[config.mk]
export PLATFORM = sky130hd
export DESIGN_NAME = sumador_completo
export DESIGN_NICKNAME = d
export VERILOG_FILES = /design/src/rtl/sumador_pkg.sv /design/src/rtl/sumador_completo_full_adder_bit.sv /design/src/rtl/sumador_completo.sv
export SDC_FILE = /design/constraint.sdc
export NUM_CORES = 1
export LEC_CHECK = 0
export ABC_AREA = 1
export CAP_MARGIN = 25
export CORE_AREA = 2 2 39 41
export DETAILED_ROUTE_END_ITERATION = 12
export DIE_AREA = 0 0 41 43
export PLACE_DENSITY_LB_ADDON = 0.2
export REMOVE_ABC_BUFFERS = 1
export SLEW_MARGIN = 20
export SYNTH_ARGS = -nofsm -noshare
export SYNTH_HDL_FRONTEND = slang
export SYNTH_SLANG_ARGS = --single-unit
[constraint.sdc]
create_clock -name clk -period 0.9 [get_ports clk]
set_input_delay 0.18 -clock clk [delete_from_list [all_inputs] [get_ports clk]]
set_output_delay 0.18 -clock clk [all_outputs]
set_load 0.03 [all_outputs]
[src/rtl/sumador_pkg.sv]
// Shared constants for the sumador_completo adder slice.
// Holds the legal operand-width range. The top module checks its WIDTH
// parameter against this range at elaboration.
`timescale 1ns/1ps
package sumador_pkg;
   localparam int MIN_WIDTH = 1;
   localparam int MAX_WIDTH = 64;

   function automatic bit width_is_legal(input int w);
      return (w >= MIN_WIDTH) && (w <= MAX_WIDTH);
   endfunction
endpackage

[src/rtl/sumador_completo_full_adder_bit.sv]
// One-bit full adder cell. The top module chains these cells into a ripple-carry adder.
// Ports:
//   a, b, ci : operand bits and carry in
//   s, co    : sum bit and carry out
`timescale 1ns/1ps
module full_adder_bit (
   input  logic a,
   input  logic b,
   input  logic ci,
   output logic s,
   output logic co
);
   logic w_p;

   assign w_p = a ^ b;
   assign s   = w_p ^ ci;
   assign co  = (a & b) | (ci & w_p);
endmodule

[src/rtl/sumador_completo.sv]
// WIDTH-bit ripple-carry adder with an optional registered output stage.
// Ports:
//   ci, b, a  : carry in and operands
//   co, s     : combinational carry out and sum
//   clk       : clock; the register stage updates on its rising edge
//   rst_n     : asynchronous active-low reset
//   in_valid  : captures the current sum into the register stage
//   s_q, co_q : registered sum and carry out
//   ovf_q     : registered two's-complement overflow flag
//   out_valid : the registers hold a result captured on the previous edge
// When REGISTER_OUT = 0, the register stage is absent and its outputs are tied to 0.
`timescale 1ns/1ps
module sumador_completo
   import sumador_pkg::*;
#(
   parameter int WIDTH        = 1,
   parameter int REGISTER_OUT = 1
) (
   input  logic             ci,
   input  logic [WIDTH-1:0] b,
   input  logic [WIDTH-1:0] a,
   output logic             co,
   output logic [WIDTH-1:0] s,
   input  logic             clk,
   input  logic             rst_n,
   input  logic             in_valid,
   output logic [WIDTH-1:0] s_q,
   output logic             co_q,
   output logic             ovf_q,
   output logic             out_valid
);
   generate
      if (!width_is_legal(WIDTH)) begin : g_bad_width
         $error("sumador_completo: WIDTH out of range");
      end
   endgenerate

   // w_carry[i] is the carry into bit i. w_carry[WIDTH] is the carry out of the MSB.
   logic [WIDTH:0]   w_carry;
   logic [WIDTH-1:0] w_sum;
   logic             w_ovf;

   assign w_carry[0] = ci;

   generate
      for (genvar i = 0; i < WIDTH; i++) begin : g_bit
         full_adder_bit u_fa (
            .a  (a[i]),
            .b  (b[i]),
            .ci (w_carry[i]),
            .s  (w_sum[i]),
            .co (w_carry[i+1])
         );
      end
   endgenerate

   assign s  = w_sum;
   assign co = w_carry[WIDTH];
   // Signed overflow occurs when the carry into the MSB differs from the carry out of the MSB.
   assign w_ovf = w_carry[WIDTH] ^ w_carry[WIDTH-1];

   generate
      if (REGISTER_OUT != 0) begin : g_reg
         logic [WIDTH-1:0] r_s_q;
         logic             r_co_q;
         logic             r_ovf_q;
         logic             r_out_valid;

         always_ff @(posedge clk or negedge rst_n) begin
            if (!rst_n) begin
               r_s_q       <= '0;
               r_co_q      <= 1'b0;
               r_ovf_q     <= 1'b0;
               r_out_valid <= 1'b0;
            end else begin
               r_out_valid <= in_valid;
               if (in_valid) begin
                  r_s_q   <= w_sum;
                  r_co_q  <= w_carry[WIDTH];
                  r_ovf_q <= w_ovf;
               end
            end
         end

         assign s_q       = r_s_q;
         assign co_q      = r_co_q;
         assign ovf_q     = r_ovf_q;
         assign out_valid = r_out_valid;
      end else begin : g_noreg
         assign s_q       = '0;
         assign co_q      = 1'b0;
         assign ovf_q     = 1'b0;
         assign out_valid = 1'b0;
      end
   endgenerate
endmodule

==> impl_metrics.yaml <==
status:
  status: "finished with violations"
  violations: "setup timing"
pwr:
  p_leak_nw: 0.2002
  peakVddDrop_mv: 0.3942
  power.density_nw_per_um2: 1737
clock_tree:
  clk_latency_ns: 0.23
  h-tree-depth: 1
  cts_tree: "done"
  cts.sinks: 4
  clk_path_buf_depth: 2
  numCtsBuffers: 3
  postCtsHoldBufs: 0
  clk_pin_slew_ns: 0.03
  cts-root-buf: "clkbuf_4"
critical_path:
  worst_ep_required_time_ns: 0.72
  crit_fanout: 2
  cp-start-kind: "input port"
  cp_data_arrival_time_ns: 0.98
  critPathKind: "input port to output pin"
  rr_worst_depth: 3
  end_kind: "output pin"
grt:
  grt_util_all_layers_pct: 5.332
  gr-max-usage-layer: "met2"
  grt_max_degree: 5
  use_met3_pct: 3.665
  use_met1_pct: 4.207
  grt_use_met2_pct: 7.500
  antenna_found_initial: 0
  grt_pass1_wl_um: 586
  grt_pass1_vias: 185
  grt-ovfl-total: 0
yosys:
  postSynth.asyncResetShare_pct: 100.0
  syn_area_um2: 175.2
  synth_flop_cell: "dfrtp_1"
  synth_cells: 18
  yosysUniqueCellTypes: 6
  synth_edf_count: 0
  ys_seq_elements: 4
  ys_seq_area_share_pct: 57.14
  netlist.area_leader.share_pct: 57.14
  synth_area_leaders: "dfrtp_1, nand2_1, fa_1, inv_1, o21ai_2"
  synth.most_common_cell: "nand2_1"
  syn_area_per_cell_um2: 9.732
  yosysTopAreaCell: "dfrtp_1"
  synthTopCellsByCount: "nand2_1, dfrtp_1, inv_1"
  yosys_warnings: 0
floorplanning:
  die_h_um: 43
  core_area_um2: 1384
  initial_utilization_pct: 12.66
  dieWidth_um: 41
  rows: 14
  fp.dieArea_um2: 1763
  pin_count: 12
min_path:
  hold_class: "input port to async pin"
job:
  maxCapViolCount: 0
layout:
  syn_to_final_growth_pct: 120.0
  final_core_util_pct: 27.85
  fin_cells: 54
  drive_gt1_share_pct: 57.89
  fin_nets: 47
  antenna_cells: 0
timing:
  rsz0062_at_grt: "true"
  maxSlewViolCount: 0
  whs_ns: 0.1519
  skew_ns: 0
  clock.fmax_mhz: 863.5
  worst_pin_slew_ns: 0.1843
  relSlewSlack_pct: 87.67
  setup_slack_ns: -0.2581
  min_period_ns: 1.158
  final-setup-viol-count: 6
  period_share_pct: 128.7
  hold_viol_final: 0
route:
  drtPass1Iterations: 2
  post_drt_via_cell_ratio: 3.481
  drc_errors: 0
  routedWlPerCell_um: 7.889
  finalWirelength_um: 426
  initialDrtViolationCount: 2
  via_count: 188
  ant_nets: 0
placed_design:
  dp_cells: 48
  gp_congestion: 0.5852
  io_buffer_count: 11
  dp_slack_ns: -0.9527
-- timing repair --
item,CTS,global route
gates cloned,0,0
pin swaps,1,2
endpoints found under the setup margin,9,8
buffers inserted,3,0
resized for setup,27,3
-- cell type report --
type,count,area (um2)
tap,16,20.02
sequential,4,100.1
fill,150,998.5
multi-input combinational,11,71.32
inverter,3,13.76
timing repair buffer,17,157.7
clock buffer,3,22.52
-- power by group --
group	internal [mW]	switching, mW
sequential	0.200	0.0126
clock	0.149	0.0664
combinational	0.124	0.117
-- flip-flops by register name (all words and copies together), names as in the netlist --
register   count
out_valid      1
s_q            1
ovf_q          1
co_q           1
-- logic make-up (layout without fill, tap and decap cells) --
group | Yosys count | in the layout | share of synthesized area (%)
AND/OR/NAND/NOR | 9 | 9 | 20.00
adder cells (fa/ha/maj) | 1 | 1 | 11.43
flip-flops | 4 | 4 | 57.15
AO/OA/AOI/OAI | 1 | 1 | 5.001
buffers and inverters | 3 | 23 | 6.428
-- layout by cell type, fill, tap and decap left out --
cell | netlist | layout
nand2_1 | 8 | 8
clkbuf_4 | 0 | 3
clkdlybuf4s50_1 | 0 | 2
fa_2 | 0 | 1
nand3_2 | 0 | 1
buf_6 | 0 | 8
o21ai_2 | 1 | 1
inv_4 | 0 | 1
inv_1 | 3 | 2
buf_4 | 0 | 5
dfrtp_1 | 4 | 4
buf_2 | 0 | 2
-- per-layer routing --
layer | wire [um] | up-vias
met5 | 0 | -
met4 | 0 | 0
met3 | 59 | 0
met2 | 199 | 13
met1 | 167 | 78
li1 | - | 97
-- per-stage QoR --
step | instance area, um2 | setup TNS, ns | power [mW]
after CTS | 374.1 | -0.5084 | 0.6779
after global routing | 385.4 | -0.5853 | 0.7094
after detailed placement | 315.3 | -3.344 | 0.4038
final | 385.4 | -0.4676 | 0.6695
after floorplan | 175.2 | -0.8789 | 0.3118
after global placement | 315.3 | -3.214 | 0.4012
-- final timing paths --
path	slack [ns]	endpoint	from
min in group clk	0.36	ovf_q$_DFFE_PN0P_	ci
hold / removal	0.15	out_valid$_DFF_PN0_	rst_n
setup / recovery	-0.26	s	b
hold reg to reg	0.49	ovf_q$_DFFE_PN0P_	ovf_q$_DFFE_PN0P_
max in group asynchronous	0.58	s_q$_DFFE_PN0P_	rst_n
setup reg to reg	0.17	co_q$_DFFE_PN0P_	co_q$_DFFE_PN0P_
-- critical path, stage by stage --
cell,delay [ns]
buf_6,0.09
fa_2,0.57
buf_6,0.13
No activity file was read; power rests on OpenSTA's default activity.
